$ cat src/rtl/fpu_exp_normalizer.sv
// Exponent/mantissa normalizer with round-to-nearest-even, producing an IEEE-754 single.
// Define FPU_NORM_FAST_SHIFT_EN to normalize in one cycle via a leading-zero count.
module fpu_exp_normalizer (
    input  logic        i_clk,
    input  logic        i_rst,
    input  logic        i_valid,
    output logic        o_ready,
    input  logic        i_sign,
    input  logic [7:0]  i_exp,
    input  logic [26:0] i_mant,
    output logic        o_valid,
    input  logic        i_ready,
    output logic [31:0] o_result,
    output logic        o_inexact,
    output logic        o_overflow
);

    typedef enum logic [1:0] {IDLE, SHIFT, ROUND, DONE} state_t;

    state_t      state, state_next;
    logic        sign_q;
    logic [7:0]  exp_q;
    logic [26:0] mant_q;
    logic        shift_stop;

    logic        round_up;
    logic [24:0] sum;
    logic [8:0]  exp_r;
    logic [22:0] frac;
    logic [31:0] res_result;
    logic        res_inexact;
    logic        res_overflow;

    // exp 255 (inf/NaN) bypasses normalization entirely
    assign shift_stop = (exp_q == 8'hFF) || mant_q[26] || (mant_q == '0) || (exp_q <= 8'd1);

`ifdef FPU_NORM_FAST_SHIFT_EN
    logic [4:0] lz;
    logic [7:0] shamt;

    function automatic logic [4:0] lead_zeros(input logic [26:0] m);
        logic [4:0] n;
        logic       found;
        n     = '0;
        found = 1'b0;
        for (int unsigned i = 0; i < 27; i++) begin
            if (!found && !m[26-i]) n = n + 5'd1;
            else found = 1'b1;
        end
        return n;
    endfunction

    // shift count clamped so the exponent never drops below 1
    always_comb begin
        lz    = lead_zeros(mant_q);
        shamt = ({3'b000, lz} > (exp_q - 8'd1)) ? (exp_q - 8'd1) : {3'b000, lz};
        if (shift_stop) shamt = '0;
    end
`endif

    always_ff @(posedge i_clk or posedge i_rst) begin
        if (i_rst) state <= IDLE;
        else       state <= state_next;
    end

    always_comb begin
        state_next = state;
        case (state)
            IDLE:  if (i_valid) state_next = SHIFT;
`ifdef FPU_NORM_FAST_SHIFT_EN
            SHIFT: state_next = ROUND;
`else
            SHIFT: if (shift_stop) state_next = ROUND;
`endif
            ROUND: state_next = DONE;
            DONE:  if (i_ready) state_next = IDLE;
            default: state_next = IDLE;
        endcase
    end

    assign o_ready = (state == IDLE);
    assign o_valid = (state == DONE);

    always_comb begin
        round_up     = mant_q[2] & (mant_q[1] | mant_q[0] | mant_q[3]);
        sum          = {1'b0, mant_q[26:3]} + {24'b0, round_up};
        frac         = sum[22:0];
        res_inexact  = |mant_q[2:0];
        res_overflow = 1'b0;
        if (sum[24]) begin
            exp_r = {1'b0, exp_q} + 9'd1;
            frac  = '0;
        end else if (mant_q[26]) begin
            exp_r = {1'b0, exp_q};
        end else if (sum[23]) begin
            exp_r = 9'd1;
        end else begin
            exp_r = '0;
        end
        res_result = {sign_q, exp_r[7:0], frac};
        if (exp_r >= 9'd255) begin
            res_result   = {sign_q, 8'hFF, 23'b0};
            res_overflow = 1'b1;
        end
        if (exp_q == 8'hFF) begin
            res_result   = {sign_q, 8'hFF, mant_q[25:3]};
            res_inexact  = 1'b0;
            res_overflow = 1'b0;
        end
    end

    always_ff @(posedge i_clk or posedge i_rst) begin
        if (i_rst) begin
            sign_q     <= 1'b0;
            exp_q      <= '0;
            mant_q     <= '0;
            o_result   <= '0;
            o_inexact  <= 1'b0;
            o_overflow <= 1'b0;
        end else begin
            case (state)
                IDLE: begin
                    if (i_valid) begin
                        sign_q <= i_sign;
                        exp_q  <= i_exp;
                        mant_q <= i_mant;
                    end
                end
                SHIFT: begin
`ifdef FPU_NORM_FAST_SHIFT_EN
                    mant_q <= mant_q << shamt;
                    exp_q  <= exp_q - shamt;
`else
                    if (!shift_stop) begin
                        mant_q <= {mant_q[25:0], 1'b0};
                        exp_q  <= exp_q - 8'd1;
                    end
`endif
                end
                ROUND: begin
                    o_result   <= res_result;
                    o_inexact  <= res_inexact;
                    o_overflow <= res_overflow;
                end
                default: ;
            endcase
        end
    end

endmodule

$ cat config.mk
export PLATFORM = sky130hd
export DESIGN_NAME = fpu_exp_normalizer
export DESIGN_NICKNAME = d
export VERILOG_FILES = /design/src/rtl/fpu_exp_normalizer.sv
export SDC_FILE = /design/constraint.sdc
export NUM_CORES = 1
export LEC_CHECK = 0
export BUFFER_PORTS_ARGS = -buffer_cell sky130_fd_sc_hd__buf_4
export CAP_MARGIN = 20
export CELL_PAD_IN_SITES_DETAIL_PLACEMENT = 0
export CELL_PAD_IN_SITES_GLOBAL_PLACEMENT = 1
export CORE_ASPECT_RATIO = 0.5
export CORE_UTILIZATION = 30
export DETAILED_ROUTE_END_ITERATION = 6
export GPL_ROUTABILITY_DRIVEN = 1
export HOLD_SLACK_MARGIN = 0.06
export PLACE_DENSITY_LB_ADDON = 0.1
export SLEW_MARGIN = 20
export SYNTH_ARGS = -nofsm -noshare
export SYNTH_HDL_FRONTEND = slang
export SYNTH_SLANG_ARGS = --single-unit
export TNS_END_PERCENT = 50
$ cat constraint.sdc
create_clock -name i_clk -period 3.6 [get_ports i_clk]
set_input_delay 0.36 -clock i_clk [delete_from_list [all_inputs] [get_ports i_clk]]
set_output_delay 0.36 -clock i_clk [all_outputs]
set_load 0.01 [all_outputs]
==> flow_metrics.py, run 1 <==
metrics = {
    "outcome": {
        "outcome": "finished clean",
    },
    "clock_tree": {
        "h-tree-depth": 3,
        "cts_resized": 0,
        "cts_tree": "built",
        "cts_hold_buf": 0,
        "path_clk_slew_ns": 0.06,
        "clock-sinks": 72,
        "max-clock-path-buffers": 2,
        "cts_made_buffers": 9,
        "cts_root_buf": "clkbuf_16",
        "cts_setup_buffers": 0,
        "clk_latency_ns": 0.34,
    },
    "setup_path": {
        "slowest_stage": "or4_4",
        "path_depth": 7,
        "end_kind": "flip-flop",
        "reg2reg_depth": 7,
        "ff2ff_setup_slack_ns": 0.60,
        "cp-endpoint": "o_result[15]",
        "arrival_ns": 3.20,
        "cp-startpoint": "mant_q[2]",
        "cp-start-kind": "flip-flop",
        "crit_required_ns": 3.80,
        "cp_cell_sequence": "nand4_4 > or4_4 > or4_4 > a21boi_2 > nand4b_4 > a21oi_4 > o41ai_2",
        "reg2reg_to": "o_result[15]",
        "worstPathMaxFanout": 19,
        "crit_path_max_incr_delay_ns": 0.63,
        "cpLargestDelayFamily": "simple AND/OR/NAND/NOR gates",
        "r2r-start": "mant_q[2]",
        "path_buf_inv": 0,
        "crit_type": "flip-flop to flip-flop",
        "crit_top_cell": "or4_4",
    },
    "floorplan": {
        "coreArea_um2": 13900,
        "start_util": 0.314,
        "rows": 30,
        "io_pins": 76,
        "die_h_um": 87.3,
        "die_area_um2": 15100,
        "die_w_um": 173,
    },
    "routing": {
        "vias": 3941,
        "drt_iter0_drc": 316,
        "viasPerCell": 5.14,
        "wl_per_cell_um": 19.0,
        "first_pass_iters": 5,
        "drt_wl_total_um": 14500,
        "drc_errors": 0,
        "ant_nets": 0,
    },
    "sta": {
        "skew_ns": 0.00898,
        "fmax_ghz": 0.334,
        "tightest_slew_ns": 0.849,
        "finalHoldViolCount": 0,
        "rsz0062_at_grt": "false",
        "maxSlewHeadroom": 0.434,
        "finalSetupViolCount": 0,
        "setup_tns_ns": 0,
        "slew_violations": 0,
        "period_needed_ns": 3.00,
        "setup_ws_ns": 0.605,
        "finalCritPeriodShare": 0.832,
    },
    "logic_synthesis": {
        "synthesis.area_um2": 4370,
        "synthTopCellsByCount": "dfrtp_1 (72), nand2_1 (62), o21ai_0 (41)",
        "async_flop_share": 1.00,
        "ys_seq_area_frac": 0.413,
        "synth.most_common_cell": "dfrtp_1",
        "synthFlopType": "dfrtp_1",
        "syn_avg_cell_area_um2": 8.75,
        "synth_warnings": 0,
        "synth.net_count": 546,
        "synth_top_area_frac": 0.413,
        "synth-edff-count": 0,
        "synth_area_leaders": "dfrtp_1 (41%), mux2i_1 (6.4%), nand2_1 (5.3%)",
        "syn-instance-count": 499,
        "synth.largest_area_cell": "dfrtp_1",
        "ys_types": 56,
        "ys_seq_elements": 72,
    },
    "min_path": {
        "hp-class": "input pin to async pin",
    },
    "placed_design": {
        "gp_congestion": 0.844,
        "portBuffers": 75,
        "dp_hpwl_um": 10900,
        "place_ws_ns": 0.638,
    },
    "flow_run": {
        "cap_violations": 0,
    },
    "final_layout": {
        "syn_to_final_growth_pct": 26.0,
        "final_nets": 616,
        "final_core_util": 0.396,
        "antennaDiodeCount": 0,
        "n_fill_cell": 1429,
        "drive_gt1_frac": 0.254,
    },
    "grt": {
        "grt_max_degree": 52,
        "gr-total-overflow": 0,
        "grt_pass1_wl_um": 22400,
        "groute.usage.overall": 0.200,
        "grt_pass1_vias": 3656,
        "antenna_found_initial": 0,
    },
    "pwr": {
        "p_leak_nw": 2.36,
        "powerDensity_nw_per_um2": 950,
        "peakVddDrop_mv": 0.306,
    },
}
## worst min-delay path by stage
stage	start	end	slack (ns)	depth (start not counted)
after floorplan	sign_q	sign_q	0.47	1
after global placement	o_result[29]	o_result[29]	0.47	1
after detailed placement	o_result[18]	o_result[18]	0.48	2
after CTS	i_sign	sign_q	0.24	2
after global routing	i_rst	o_result[16]	0.24	2
final	i_rst	o_result[6]	0.17	2
## stage by stage
| step | cell area (um2) | power (mW) | hold WS, ns | std cells |
|---|---|---|---|---|
| floorplan | 4370 | 3.28 | 0.474 | 499 |
| global placement | 5220 | 4.35 | 0.467 | 750 |
| detailed placement | 5220 | 4.36 | 0.478 | 750 |
| CTS | 5500 | 5.23 | 0.242 | 766 |
| global route | 5500 | 5.64 | 0.239 | 766 |
| finish | 5500 | 5.23 | 0.173 | 766 |
## per-layer routing
layer  global-route usage  part of all wire  vias to the layer above
met1                0.353              0.61                     1850
met4               0.0463            0.0069                        0
met3               0.0510             0.063                        7
li1                     -                 -                     1946
met2                0.210              0.32                      138
met5                    0                 0                        -
## worst register-to-register path, cell delays in order (launching register included)
cell and delay (ns):
dfrtp_1 0.53, nand4_4 0.15, or4_4 0.64, or4_4 0.51, a21boi_2 0.19, nand4b_4 0.34, a21oi_4 0.38, o41ai_2 0.11
## flip-flops by register name, indices dropped and copies added (netlist names)
| signal | cells |
|---|---|
| o_overflow | 1 |
| state | 2 |
| exp_q | 8 |
| o_result | 32 |
| mant_q | 27 |
| sign_q | 1 |
| o_inexact | 1 |
## cells in the final DEF, fill, tap and decap left out, drive strengths merged, types with 2 or more instances in the layout
| cell type | count |
|---|---|
| or3 | 4 |
| a21o | 6 |
| buf | 106 |
| clkinvlp | 4 |
| xor2 | 5 |
| ha | 7 |
| a32oi | 12 |
| a41oi | 2 |
| mux2i | 28 |
| inv | 18 |
| nor2 | 39 |
| dfrtp | 72 |
| xnor2 | 5 |
| nor3 | 17 |
| and2 | 3 |
| a21boi | 2 |
| nand3 | 18 |
| and4 | 2 |
| and3 | 4 |
| o21a | 2 |
| clkbuf | 10 |
| o22a | 5 |
| clkinv | 2 |
| mux2 | 6 |
| o211ai | 7 |
| nand2 | 62 |
| or4 | 4 |
| nor4 | 11 |
| o21ai | 41 |
| nor2b | 2 |
| nand4 | 11 |
| a21oi | 29 |
| or2 | 2 |
| a31oi | 6 |
| o31ai | 3 |
| o2bb2ai | 7 |
## layout make-up
| type | count | area, um2 | area share |
|---|---|---|---|
| Tap cell | 192 | 240 | 0.0437 |
| Clock inverter | 6 | 43.8 | 0.00796 |
| Sequential cell | 72 | 1800 | 0.327 |
| Inverter | 18 | 68.8 | 0.0125 |
| Multi-Input combinational cell | 362 | 2300 | 0.418 |
| Timing Repair Buffer | 106 | 808 | 0.147 |
| Clock buffer | 10 | 239 | 0.0434 |
## report_power, final
part | switching, mW | internal [mW]
Sequential | 0.422 | 1.22
Clock | 0.373 | 0.486
Combinational | 1.56 | 1.17
## cells by family (layout without fill, tap and decap cells)
logic type | after synthesis | in the layout | synth area share
AO/OA/AOI/OAI | 129 | 129 | 0.195
XOR/XNOR | 10 | 10 | 0.0201
adder cells (fa/ha/maj) | 7 | 7 | 0.0201
buffers and inverters | 65 | 140 | 0.0659
flip-flops | 72 | 72 | 0.413
multiplexers | 34 | 34 | 0.0797
AND/OR/NAND/NOR | 182 | 182 | 0.207
(Power assumes the default switching activity.)
==> inputs of run 2 (changes only) <==
==> constraint.sdc (replaced) <==
create_clock -name i_clk -period 2.9 [get_ports i_clk]
set_input_delay 0.29 -clock i_clk [delete_from_list [all_inputs] [get_ports i_clk]]
set_output_delay 0.29 -clock i_clk [all_outputs]
set_load 0.01 [all_outputs]
==> run 2 against run 1 <==
  * Maximum frequency is 11% higher
  * Clock power rose by 43%
  * Register-to-register slack worse by 0.41 ns
  * First-iteration DRC count increased by 8.2%
  * Critical path type unchanged
  * Largest cell class unchanged
==> flow_metrics.py, run 2 (synthesis gave the netlist of run 1 again) <==
metrics = {
    "outcome": {
        "outcome": "finished clean",
    },
    "sta": {
        "setup_tns_ns": 0,
        "period_needed_ns": 2.70,
        "finalCritPeriodShare": 0.933,
        "skew_ns": 0.00832,
        "finalSetupViolCount": 0,
        "rsz0062_at_grt": "false",
        "fmax_ghz": 0.370,
        "tightest_slew_ns": 0.591,
        "finalHoldViolCount": 0,
        "maxSlewHeadroom": 0.600,
        "slew_violations": 0,
    },
    "setup_path": {
        "crit_type": "flip-flop to flip-flop",
        "reg2reg_to": "o_result[5]",
        "r2r-start": "mant_q[2]",
        "ff2ff_setup_slack_ns": 0.20,
        "cp-start-kind": "flip-flop",
        "end_kind": "flip-flop",
        "cp-startpoint": "mant_q[2]",
        "worstPathMaxFanout": 19,
        "arrival_ns": 2.90,
        "reg2reg_depth": 8,
        "crit_required_ns": 3.10,
    },
    "final_layout": {
        "final_nets": 631,
        "syn_to_final_growth_pct": 30.4,
        "n_fill_cell": 1439,
        "final_cell_mix": "buf_4 (117), dfrtp_1 (72), nand2_1 (62)",
        "largest_register": "o_result",
        "final_core_util": 0.410,
        "largest_reg_flops": 32,
        "final_common_cell": "buf_4",
        "antennaDiodeCount": 0,
        "drive_gt1_frac": 0.272,
        "instances_no_fill": 780,
        "reg_top3": "o_result: 32 flops, mant_q: 27 flops, exp_q: 8 flops",
        "design_area_um2": 5690,
    },
    "placed_design": {
        "gp_congestion": 0.827,
        "placed_cells": 764,
        "portBuffers": 75,
        "dp_hpwl_um": 10900,
        "place_area_um2": 5350,
    },
    "grt": {
        "grt_max_degree": 52,
        "antenna_found_initial": 0,
        "groute.usage.overall": 0.201,
        "grt_pass1_wl_um": 22700,
        "grt_pass1_vias": 3649,
        "gr-total-overflow": 0,
    },
    "clock_tree": {
        "cts_setup_buffers": 0,
        "max-clock-path-buffers": 2,
        "clock-sinks": 72,
        "clk_latency_ns": 0.34,
        "h-tree-depth": 3,
        "cts_tree": "built",
        "cts_made_buffers": 9,
        "cts_root_buf": "clkbuf_16",
        "path_clk_slew_ns": 0.06,
    },
    "pwr": {
        "p_total_mw": 6.78,
        "powerDensity_nw_per_um2": 1190,
        "p_leak_nw": 2.47,
        "peakVddDrop_mv": 0.343,
    },
    "floorplan": {
        "start_util": 0.314,
        "coreArea_um2": 13900,
        "die_h_um": 87.3,
        "io_pins": 76,
        "die_area_um2": 15100,
        "rows": 30,
        "die_w_um": 173,
    },
    "routing": {
        "first_pass_iters": 5,
        "vias": 4011,
        "drc_errors": 0,
        "wl_per_cell_um": 18.4,
        "drt_iter0_drc": 342,
        "viasPerCell": 5.14,
        "ant_nets": 0,
        "drt_wl_total_um": 14400,
    },
    "min_path": {
        "hold_end": "sign_q",
        "holdPathStages": 2,
        "hp-class": "input pin to flip-flop",
        "holdCritStartpoint": "i_sign",
    },
    "flow_run": {
        "cap_violations": 0,
    },
}
==> run 2: cell types whose count changed in the layout (fill, tap and decap cells not counted), sizes merged <==
cell	before	now
buf	106	120
clkinvlp	4	1
bufinv	0	2
clkinv	2	0
clkbuf	10	11
dlygate4sd3	0	1
inv	18	19
==> run 2: stage by stage <==
stage	hold slack (ns)	setup WS (ns)
finish	0.199	0.196
global route	0.196	0.0545
CTS	0.188	0.163
detailed placement	0.289	0.175
global placement	0.289	0.200
floorplan	0.435	0.254
==> run 2: worst max-delay path: stages (launching register included) <==
cell and delay (ns):
dfrtp_1 0.38, nand4_4 0.13, or4_4 0.63, or4_4 0.51
a21boi_2 0.19, nand4b_4 0.13, buf_12 0.19, a32oi_1 0.30
a21oi_1 0.11
==> run 2: routing by layer <==
metal / global-route usage / part of all wire
met5: 0 / 0
met4: 0.0390 / 0.0064
met3: 0.0462 / 0.062
met2: 0.214 / 0.31
met1: 0.357 / 0.62
==> run 2: power breakdown <==
| part | internal (mW) | switching (mW) | total, mW | leakage, nW |
|---|---|---|---|---|
| Sequential | 1.52 | 0.407 | 1.92 | 0.872 |
| Combinational | 1.56 | 2.06 | 3.62 | 1.44 |
| Clock | 0.798 | 0.430 | 1.23 | 0.158 |
==> run 2: worst max-delay path by stage <==
stage             endpoint  slack [ns]  cells past startpoint
6_report       o_result[5]        0.20                      8
3_5_place_dp   o_result[5]        0.17                      8
5_1_grt        o_result[5]        0.05                      8
2_1_floorplan  o_result[1]        0.25                     10
4_1_cts        o_result[5]        0.16                      8
3_3_place_gp   o_result[1]        0.20                      8
==> run 2: area by class of cell <==
cell class	count	area [um2]	area share
Sequential cell	72	1800	0.316
Tap cell	192	240	0.0422
Multi-Input combinational cell	362	2310	0.405
Clock inverter	4	76.3	0.0134
Timing Repair Buffer	121	948	0.167
Clock buffer	11	253	0.0444
Inverter	18	67.6	0.0119
==> run 2: what timing repair did <==
item                       CTS  global route
hold endpoints to repair    12             0
setup endpoints to repair    0             1
hold buffers                 1             0
resized for setup            0             1
